File: src/rtl/z_n_csa_sub_serial_if.sv
// Handshake and operand bus for the digit-serial subtractor.
// The master drives the request and operands; the slave returns status and result.
interface z_n_csa_sub_serial_if #(
    parameter int n = 32
);
    logic         start;
    logic [n-1:0] a;
    logic [n-1:0] b;
    logic         b_in;
    logic         busy;
    logic         done;
    logic [n-1:0] diff;
    logic         b_out;

    modport master (
        output start, a, b, b_in,
        input  busy, done, diff, b_out
    );

    modport slave (
        input  start, a, b, b_in,
        output busy, done, diff, b_out
    );
endinterface

File: src/rtl/z_n_csa_sub_serial.sv
// Digit-serial subtractor: diff = a - b - b_in, one m-bit carry-select slice per clock.
// Computed as a + ~b + ~b_in; the borrow-out is the inverted final carry.
module z_n_csa_sub_serial #(
    parameter int k = 8,
    parameter int m = 4,
    parameter int n = k * m
) (
    input  logic                   clk,
    input  logic                   rst,
    z_n_csa_sub_serial_if.slave    bus
);
    localparam int cw = (k > 1) ? $clog2(k) : 1;

    typedef enum logic [1:0] {
        IDLE = 2'd0,
        RUN  = 2'd1,
        DONE = 2'd2
    } state_t;

    state_t         state_r;
    logic [cw-1:0]  cnt_r;
    logic           carry_r;
    logic [n-1:0]   a_r;
    logic [n-1:0]   b_r;
    logic [n-1:0]   diff_r;
    logic           b_out_r;
    logic           busy_r;
    logic           done_r;

    logic [m-1:0]   slice_a_s;
    logic [m-1:0]   slice_nb_s;
    logic [m:0]     sum0_s;
    logic [m:0]     sum1_s;
    logic [m:0]     sel_s;
    logic           last_s;

    // m-bit slice add with carry-in; bit m is the slice carry-out
    function automatic logic [m:0] slice_add(input logic [m-1:0] x,
                                             input logic [m-1:0] y,
                                             input logic         cin);
        slice_add = {1'b0, x} + {1'b0, y} + {{m{1'b0}}, cin};
    endfunction

    assign slice_a_s  = a_r[32'(cnt_r) * m +: m];
    assign slice_nb_s = ~b_r[32'(cnt_r) * m +: m];
    assign last_s     = (cnt_r == cw'(k - 1));

    // Both carry hypotheses are formed in parallel; the live carry only drives the mux
    assign sum0_s = slice_add(slice_a_s, slice_nb_s, 1'b0);
    assign sum1_s = slice_add(slice_a_s, slice_nb_s, 1'b1);

    // Carry-select mux
    always_comb begin
        sel_s = sum0_s;
        if (carry_r) begin
            sel_s = sum1_s;
        end else begin
            sel_s = sum0_s;
        end
    end

    // Control FSM with registered status and result
    always_ff @(posedge clk) begin
        if (rst) begin
            state_r <= IDLE;
            cnt_r   <= '0;
            carry_r <= 1'b0;
            a_r     <= '0;
            b_r     <= '0;
            diff_r  <= '0;
            b_out_r <= 1'b0;
            busy_r  <= 1'b0;
            done_r  <= 1'b0;
        end else begin
            case (state_r)
                IDLE, DONE: begin
                    done_r <= 1'b0;
                    if (bus.start) begin
                        a_r     <= bus.a;
                        b_r     <= bus.b;
                        carry_r <= ~bus.b_in;
                        cnt_r   <= '0;
                        diff_r  <= '0;
                        busy_r  <= 1'b1;
                        state_r <= RUN;
                    end else begin
                        busy_r  <= 1'b0;
                        state_r <= IDLE;
                    end
                end
                RUN: begin
                    diff_r[32'(cnt_r) * m +: m] <= sel_s[m-1:0];
                    carry_r                     <= sel_s[m];
                    if (last_s) begin
                        b_out_r <= ~sel_s[m];
                        busy_r  <= 1'b0;
                        done_r  <= 1'b1;
                        state_r <= DONE;
                    end else begin
                        cnt_r   <= cnt_r + cw'(1);
                    end
                end
                default: begin
                    busy_r  <= 1'b0;
                    done_r  <= 1'b0;
                    state_r <= IDLE;
                end
            endcase
        end
    end

    assign bus.busy  = busy_r;
    assign bus.done  = done_r;
    assign bus.diff  = diff_r;
    assign bus.b_out = b_out_r;
endmodule

File: src/flat_wrapper.sv
// flat-port wrapper written by rule: the top's interface ports become plain ports
module z_n_csa_sub_serial_flat 
#(
    parameter int k = 8,
    parameter int m = 4,
    parameter int n = k * m
)
  (clk, rst, bus_start, bus_a, bus_b, bus_b_in, bus_busy, bus_done, bus_diff, bus_b_out);
  z_n_csa_sub_serial_if #(.n(n)) bus_i ();
  input  logic clk;
  input  logic rst;
  input wire logic [$bits(bus_i.start)-1:0] bus_start;
  input wire logic [$bits(bus_i.a)-1:0] bus_a;
  input wire logic [$bits(bus_i.b)-1:0] bus_b;
  input wire logic [$bits(bus_i.b_in)-1:0] bus_b_in;
  output wire logic [$bits(bus_i.busy)-1:0] bus_busy;
  output wire logic [$bits(bus_i.done)-1:0] bus_done;
  output wire logic [$bits(bus_i.diff)-1:0] bus_diff;
  output wire logic [$bits(bus_i.b_out)-1:0] bus_b_out;
  assign bus_i.start = bus_start;
  assign bus_i.a = bus_a;
  assign bus_i.b = bus_b;
  assign bus_i.b_in = bus_b_in;
  assign bus_busy = bus_i.busy;
  assign bus_done = bus_i.done;
  assign bus_diff = bus_i.diff;
  assign bus_b_out = bus_i.b_out;
  z_n_csa_sub_serial #(.k(k), .m(m), .n(n)) u_core (.clk(clk), .rst(rst), .bus(bus_i));
endmodule
File: config.mk
export PLATFORM = sky130hd
export DESIGN_NAME = z_n_csa_sub_serial_flat
export DESIGN_NICKNAME = d
export VERILOG_FILES = /design/src/rtl/z_n_csa_sub_serial_if.sv /design/src/rtl/z_n_csa_sub_serial.sv /design/src/flat_wrapper.sv
export SDC_FILE = /design/constraint.sdc
export NUM_CORES = 1
export LEC_CHECK = 0
export CAP_MARGIN = 20
export CORE_AREA = 2 2 119 132
export DETAILED_ROUTE_END_ITERATION = 10
export DIE_AREA = 0 0 121 134
export SYNTH_ARGS = -nofsm -noshare
export SYNTH_HDL_FRONTEND = slang
export SYNTH_SLANG_ARGS = --single-unit
File: constraint.sdc
create_clock -name clk -period 9.04 [get_ports clk]
set_input_delay 0.904 -clock clk [delete_from_list [all_inputs] [get_ports clk]]
set_output_delay 0.904 -clock clk [all_outputs]
set_load 0.01 [all_outputs]
==> results of run 1 <==
==> registers in the layout, indices dropped and copies added (netlist names) <==
| register | count |
|---|---|
| u_core.bus.done | 1 |
| u_core.bus.b_out | 1 |
| u_core.bus.diff | 32 |
| u_core.a_r | 32 |
| u_core.cnt_r | 3 |
| u_core.carry_r | 1 |
| u_core.state_r | 2 |
| u_core.b_r | 32 |
==> how the worst min path moves through the flow <==
stage                   startpoint              to  slack, ns
floorplan           u_core.a_r[10]  u_core.a_r[10]       0.43
global placement    u_core.a_r[18]  u_core.a_r[18]       0.44
detailed placement  u_core.a_r[18]  u_core.a_r[18]       0.45
CTS                 u_core.a_r[18]  u_core.a_r[18]       0.46
global route        u_core.a_r[19]  u_core.a_r[19]       0.48
finish               u_core.a_r[1]   u_core.a_r[1]       0.45
==> through the flow <==
stage	cells	instance area [sq um]	setup WS, ns
after CTS	811	5946	5.322
after global placement	795	5673	5.503
final	811	5946	5.363
after detailed placement	795	5673	5.350
after global routing	811	5946	5.052
after floorplan	528	4526	5.737
==> power groups by stage <==
stage	Sequential, mW	Clock (mW)	Combinational, mW
final	0.492	0.358	0.166
after global routing	0.494	0.388	0.184
after CTS	0.492	0.364	0.168
after detailed placement	0.502	0	0.167
after global placement	0.501	0	0.162
after floorplan	0.498	0	0.106
==> per-layer routing <==
metal	vias up	GRT usage (%)	share of wire (%)
met5	-	0	0
met3	6	2.296	5.1
met1	1803	18.66	46
met4	0	4.651	0.86
met2	103	23.50	48
li1	1951	-	-
==> final cells by class <==
| class | count | area, sq um | area share [%] |
|---|---|---|---|
| clock inverters | 6 | 43.79 | 0.7365 |
| repair buffers | 105 | 1041 | 17.51 |
| inverters | 8 | 30.03 | 0.5051 |
| flip-flops and latches | 104 | 2082 | 35.02 |
| well taps | 196 | 245.2 | 4.125 |
| clock buffers | 10 | 229.0 | 3.851 |
| multi-input cells | 382 | 2275 | 38.26 |
==> worst max-delay path: stages (launching register included) <==
cell and delay [ns]:
dfxtp_1 0.90, mux4_2 0.41, mux2i_1 0.18, ha_1 0.21
inv_1 0.06, fa_1 0.50, inv_1 0.07, ha_1 0.30
mux2i_1 0.55, nor2_1 0.10, a31oi_1 0.18, nor2_1 0.06
==> kinds of logic after synthesis <==
| family | Yosys count |
|---|---|
| AND/OR/NAND/NOR | 240 |
| flip-flops | 104 |
| AO/OA/AOI/OAI | 98 |
| buffers and inverters | 42 |
| multiplexers | 29 |
| adder cells (fa/ha/maj) | 10 |
| XOR/XNOR | 5 |
==> Yosys cell counts (3+ instances only) <==
cell      number  area, sq um
nand2_1      157        589.3
dfxtp_1      104         2082
a21oi_1       68        340.3
nor2_1        47        176.4
clkbuf_1      19        71.32
a31oi_1       16        100.1
mux4_2        16        360.4
buf_2         11        55.05
ha_1           9        112.6
nand3_1        9        45.04
o31ai_1        8        60.06
inv_1          7        26.28
mux2i_1        7        70.07
nor2b_1        7        43.79
mux2_1         6        67.56
and2_1         3        18.77
==> run metrics, run 1 <==
status=finished clean; commonest non-fill, non-tap cell in the layout=nand2_1; synthesized flop and latch total=104; Cell Int Power=0.7408 mW; Crit Path Class=flop to flop; clock share of power=35.2%; vias=3863; P_leak=2.174 nW; CTS Root Buffer Type=clkbuf_16; Die Width=121 um; DP HPWL=8281 um; post-synthesis cell type count=41; TritonCTS clock tree=built; Fin. Hold Viols=0; ANT nets after route=0; net switching power=0.2748 mW; Syn-to-layout area delta=31.38%; largest net degree at the start of global routing=105; # H-tree levels=3; setup TNS=0 ns; core area=14880 sq um; layout cells sized above 1=7.805%; Row Count=47; sequential fraction of the synthesis area=46.00%; crit path capture=u_core.bus.diff[29]; xor/xnor share of the synthesized area=1.134%; Tmin final=3.677 ns; setup bufs post-CTS=0; clock latency on the worst-skew pair=0.34 ns; DR WL/cell=14.20 um; Synth Area in Simple Gates=22.75%; combinational power share=16.3%; fmax=271.9 MHz; Switching Fraction=27.06%; Mapped Cells=528; DR pass1 iterations=5; R2R Path End=u_core.bus.diff[29]; CP Data Required Time=9.22 ns; WL final=11520 um; # DRC=0; Worst Path Max Fanout=19; Worst VDD drop=0.0001102 V; Avg Cell Area, Syn=8.571 sq um; clk sinks=104; combinational family with the most area after synthesis=simple AND/OR/NAND/NOR gates; Filler cells=1470; MaxCap Viol Count=0; ys async rst share=0%; CTS Buf Count=9; CP Launch Point=u_core.cnt_r[1]; total power=1.016 mW; post-synthesis adder-cell area fraction=2.931%; mux contribution to synthesized area=11.00%; Die H=134 um; DRT iter0 DRCs=317; FF-to-FF path depth=11; sequential share of power=48.4%; Mapped Area=4526 sq um; Slew Limit Fails=0; Post-synth EDFFs=0; Slew Limit Headroom=29.36%; Final Net Count=688; synth warn=0; final setup fails=0; initial antenna violation count=0; clock slew at reported path FFs=0.07 ns; Critical Path Source Type=flop; Syn Nets=606; GP Congestion=0.7713; R2R Path Start=u_core.cnt_r[1]; Initial Util=30.42%; Hold WS=0.4539 ns; Antenna diodes=0; Via density=4.763; worst hold stages=2; first-pass GRT wire length=18370 um; post-route clock period utilization=40.68%; Synth Flop Type=dfxtp_1; post-CTS sizing=0; Synth Area in Compound Gates=12.22%; PwrDens=170.8 nW/um^2; final core area utilization=39.96%; vias in the first global route=3710; FF-to-FF setup slack=5.36 ns; DIE AREA=16210 sq um; most frequent cells in the layout=157 x nand2_1, 104 x dfxtp_1, 101 x clkdlybuf4s50_1; Congestion Overflow GR=0; worst slew pin tran=1.060 ns; Max clock buf depth=2; RSZ-0062 raised after global routing=false; Hold Buf Count CTS=0; port bufs=102; Ports=103; Hold WC Path Type=flop to flop; Tot GR Track Use=14.14%; CP endpoint kind=flop; clock skew=0.008032 ns; Arr. time, crit path=3.86 ns
Power figures use the tool's default switching activity.
==> run 2: changes to the inputs <==
Clock period 9.04 ns to 3.5 ns, I/O delays scaled along.
==> run metrics, run 2 (same netlist as run 1, synthesis figures left out) <==
initial antenna violation count=0 (unchanged); CTS Buf Count=9 (unchanged); net switching power=0.7136 mW (+160%); setup TNS=0 ns (unchanged); DR pass1 iterations=4 (-1); Congestion Overflow GR=0 (unchanged); CP Data Required Time=3.75 ns (-5.47 ns); status=finished clean; most frequent cells in the layout=157 x nand2_1, 104 x dfxtp_1, 101 x clkdlybuf4s50_1; fmax=309.3 MHz (+14%); core area=14880 sq um (unchanged); Hold WC Path Type=flop to flop; Filler cells=1485 (+1.0%); Antenna diodes=0 (unchanged); Switching Fraction=25.60% (-1.5 points); Hold Buf Count CTS=0 (unchanged); clock latency on the worst-skew pair=0.34 ns (about the same); post-route clock period utilization=92.37% (+52 points); largest net degree at the start of global routing=105 (unchanged); CP Launch Point=u_core.cnt_r[0]; clock share of power=38.2% (+3.0 points); GP Congestion=0.7861 (+1.9%); Tmin final=3.233 ns (-0.4443 ns); vias in the first global route=3849 (+3.7%); worst slew pin tran=1.043 ns (-0.01646 ns); # DRC=0 (unchanged); RSZ-0062 raised after global routing=false; final setup fails=0 (unchanged); DIE AREA=16210 sq um (unchanged); clock slew at reported path FFs=0.07 ns (about the same); Row Count=47 (unchanged); layout cells sized above 1=9.018% (+1.2 points); Slew Limit Headroom=30.45% (+1.1 points); PwrDens=459.1 nW/um^2 (+170%); Final Net Count=694 (+0.87%); Ports=103 (unchanged); CP endpoint kind=flop; R2R Path Start=u_core.cnt_r[0]; port bufs=102 (unchanged); Arr. time, crit path=3.48 ns (-0.38 ns); Slew Limit Fails=0 (unchanged); clock skew=0.006127 ns (-0.001905 ns); P_leak=2.234 nW (+2.8%); commonest non-fill, non-tap cell in the layout=nand2_1; DP HPWL=8195 um (-1.0%); Syn-to-layout area delta=34.17%; Max clock buf depth=2 (unchanged); Crit Path Class=flop to flop; ANT nets after route=0 (unchanged); Die Width=121 um (unchanged); combinational power share=16.3% (about the same); post-CTS sizing=0 (unchanged); DR WL/cell=13.81 um (-2.7%); setup bufs post-CTS=0 (unchanged); min-delay src=u_core.a_r[20]; Cell Int Power=2.074 mW (+180%); Worst VDD drop=0.0002195 V (+99%); Via density=4.720 (-0.91%); TritonCTS clock tree=built; Fin. Hold Viols=0 (unchanged); MaxCap Viol Count=0 (unchanged); # H-tree levels=3 (unchanged); CTS Root Buffer Type=clkbuf_16; Hold WS=0.4553 ns (+0.001384 ns); Tot GR Track Use=14.23% (+0.094 points); sequential share of power=45.5% (-2.9 points); vias=3856 (-0.18%); Initial Util=30.42% (unchanged); WL final=11290 um (-2.0%); DRT iter0 DRCs=236 (-26%); Critical Path Source Type=flop; first-pass GRT wire length=18610 um (+1.3%); Die H=134 um (unchanged); Worst Path Max Fanout=23 (+4); clk sinks=104 (unchanged)
[run 2: through the flow]
step | total power [mW] | util (%) | cell area, sq um | setup WS (ns) | instances
after floorplan | 1.561 | - | 4526 | 0.1969 | 528
after global placement | 1.731 | 38.47 | 5723 | 0.1928 | 800
after detailed placement | 1.746 | 38.47 | 5723 | 0.1081 | 800
after CTS | 2.811 | 40.63 | 6045 | 0.08611 | 816
after global routing | 2.920 | 40.81 | 6072 | 0.03893 | 817
final | 2.787 | 40.81 | 6072 | 0.2670 | 817
[run 2: path summary, 6_finish.rpt]
kind / endpoint / slack [ns] / depth (start not counted)
setup / recovery: u_core.bus.b_out / 0.27 / 12
hold / removal: u_core.a_r[20] / 0.46 / 2
setup reg to reg: u_core.bus.b_out / 0.27 / 12
hold reg to reg: u_core.a_r[20] / 0.46 / 2
[run 2: power groups by stage]
stage	Combinational, mW	Clock, mW	Sequential (mW)
after CTS	0.452	1.09	1.27
after floorplan	0.274	0	1.29
after detailed placement	0.451	0	1.30
after global routing	0.505	1.14	1.27
after global placement	0.437	0	1.29
final	0.454	1.07	1.27
[run 2: area by class of cell]
type	count	area, sq um	area share (%)
clock buffer	9	225.2	3.709
clock inverter	7	96.34	1.587
inverter	8	30.03	0.4945
multi-input combinational	382	2282	37.59
sequential	104	2082	34.29
tap	196	245.2	4.039
timing repair buffer	111	1111	18.30
[run 2: critical path, cell delays in order (launching register included)]
cell,delay (ns)
dfxtp_1,0.36
buf_12,0.21
mux4_2,0.53
mux2i_1,0.15
ha_1,0.20
inv_1,0.06
fa_1,0.45
inv_1,0.10
ha_1,0.14
nand2_1,0.11
nor4_2,0.43
xor2_1,0.12
a311oi_1,0.26
[run 2: metal layers]
layer  track usage [%]  wire, um  vias to the layer above
met3             2.849       500                        8
met5                 0         0                        -
li1                  -         -                     1962
met1             19.08      5236                     1803
met4             4.328       138                        0
met2             23.10      5409                       83
==> run 3: changes to the inputs <==
Settings changed: HOLD_SLACK_MARGIN from default to 0.12.
Clock period 3.5 ns to 3.2 ns, I/O delays scaled along.
==> run metrics, run 3 (same netlist as run 1, synthesis figures left out) <==
fmax=332.0 MHz (+7.3%); Worst VDD drop=0.0002571 V (+17%); largest net degree at the start of global routing=91 (-13%); RSZ-0062 raised after global routing=false; initial antenna violation count=0 (unchanged); # DRC=0 (unchanged); CP peak stage delay=0.50 ns (-0.03 ns); DR pass1 iterations=4 (unchanged); Slew Limit Fails=0 (unchanged); worst path buffer plus inverter count=3 (unchanged); Crit Path Class=flop to flop; CP top delay family=compound AO/OA/AOI/OAI gates; Slowest-stage cell, CP=mux4_2; clock slew at reported path FFs=0.07 ns (about the same); clock share of power=35.0% (-3.2 points); CP Data Required Time=3.40 ns (-0.35 ns); DP HPWL=8344 um (+1.8%); worst-path cell chain=buf_12 -> buf_12 -> mux4_2 -> nand2_1 -> and2_1 -> inv_1 -> ha_1 -> a211oi_2 -> o21ba_2 -> nor2_1 -> xnor2_2 -> o31ai_1; PwrDens=481.6 nW/um^2 (+4.9%); Max clock buf depth=2 (unchanged); GP Congestion=0.8016 (+2.0%); Fin. Hold Viols=0 (unchanged); Filler cells=1479 (-0.40%); most frequent cells in the layout=156 x nand2_1, 102 x dfxtp_1, 101 x clkdlybuf4s50_1; Hold WC Path Type=flop to flop; Worst Path Max Fanout=8 (-65%); placed standard-cell area=5777 sq um (+0.94%); Antenna diodes=0 (unchanged); CTS Root Buffer Type=clkbuf_16; DR WL/cell=13.84 um (+0.20%); Slew Limit Headroom=36.40% (+5.9 points); # H-tree levels=3 (unchanged); final core area utilization=41.31% (+0.50 points); commonest non-fill, non-tap cell in the layout=nand2_1; DRT iter0 DRCs=199 (-16%); P_leak=2.280 nW (+2.0%); Switching Fraction=26.35% (+0.75 points); clk sinks=104 (unchanged); combinational power share=18.0% (+1.7 points); Congestion Overflow GR=0 (unchanged); Ports=103 (unchanged); post-route clock period utilization=94.12% (+1.7 points); CP endpoint kind=flop; clock skew=0.01075 ns (+0.004626 ns); sequential share of power=47.0% (+1.5 points); worst slew pin tran=0.9540 ns (-0.08918 ns); setup TNS=0 ns (unchanged); net switching power=0.7800 mW (+9.3%); Row Count=47 (unchanged); MaxCap Viol Count=0 (unchanged); clock latency on the worst-skew pair=0.34 ns (about the same); vias in the first global route=3769 (-2.1%); Tot GR Track Use=14.26% (+0.034 points); Die Width=121 um (unchanged); Die H=134 um (unchanged); DIE AREA=16210 sq um (unchanged); final setup fails=0 (unchanged); TritonCTS clock tree=built; first-pass GRT wire length=18530 um (-0.45%); Initial Util=30.42% (unchanged); Cell Int Power=2.180 mW (+5.1%); ANT nets after route=0 (unchanged); Critical Path Source Type=flop; most frequent CP cell=buf_12; port bufs=102 (unchanged); status=finished clean; Final Cell Area=6146 sq um (+1.2%); Via density=4.727 (+0.15%); vias=3895 (+1.0%); Syn-to-layout area delta=35.80%; Tmin final=3.012 ns (-0.2211 ns); Arr. time, crit path=3.21 ns (-0.27 ns); Final Net Count=701 (+1.0%); layout cells sized above 1=10.51% (+1.5 points); core area=14880 sq um (unchanged); WL final=11400 um (+1.1%); CTS Buf Count=9 (unchanged)
## run 3: power groups by stage
stage | sequential, mW | combinational, mW | clock, mW
floorplan | 1.41 | 0.314 | 0
global placement | 1.42 | 0.495 | 0
detailed placement | 1.42 | 0.505 | 0
CTS | 1.39 | 0.506 | 1.07
global route | 1.40 | 0.585 | 1.12
finish | 1.39 | 0.532 | 1.04
## run 3: what timing repair did
item / 4_1_cts / 5_1_grt
setup endpoints to repair: 0 / 22
gates resized for setup: 0 / 7
buffers inserted: 0 / 6
hold buffers: 0 / 0
## run 3: per-stage QoR
| step | total power, mW | setup WS [ns] | std cells | hold WS (ns) |
|---|---|---|---|---|
| floorplan | 1.722 | 0.01321 | 528 | 0.4331 |
| global placement | 1.914 | 0.1238 | 802 | 0.4424 |
| detailed placement | 1.926 | 0.02147 | 802 | 0.4469 |
| CTS | 2.964 | 0.01890 | 818 | 0.4561 |
| global route | 3.100 | 0.02980 | 824 | 0.4671 |
| finish | 2.960 | 0.1882 | 824 | 0.4555 |
## run 3: path summary, 6_finish.rpt
check	from	to	slack, ns	depth (start not counted)
setup / recovery	u_core.cnt_r[0]	u_core.bus.diff[15]	0.19	12
hold reg to reg	u_core.a_r[11]	u_core.a_r[11]	0.46	2
setup reg to reg	u_core.cnt_r[0]	u_core.bus.diff[15]	0.19	12
hold / removal	u_core.a_r[11]	u_core.a_r[11]	0.46	2
## run 3: tightest hold or removal path, delay by kind of cell (launching register included)
family / cells / cell delay, ns
AND/OR/NAND/NOR: 1 / 0.05
AO/OA/AOI/OAI: 1 / 0.05
flip-flops: 1 / 0.31
## run 3: final cells by class
class                   instances  area, sq um  area share [%]
clock buffers                  14        264.0           4.296
clock inverters                 2        13.76          0.2239
inverters                       8        30.03          0.4886
multi-input cells             382         2326           37.85
flip-flops and latches        104         2087           33.96
well taps                     196        245.2           3.990
repair buffers                118         1180           19.20
## run 3: routing by layer
metal	track usage, %	routed length [um]
met1	18.57	5166
met2	23.60	5556
met3	2.253	531
met4	5.685	150
met5	0	0
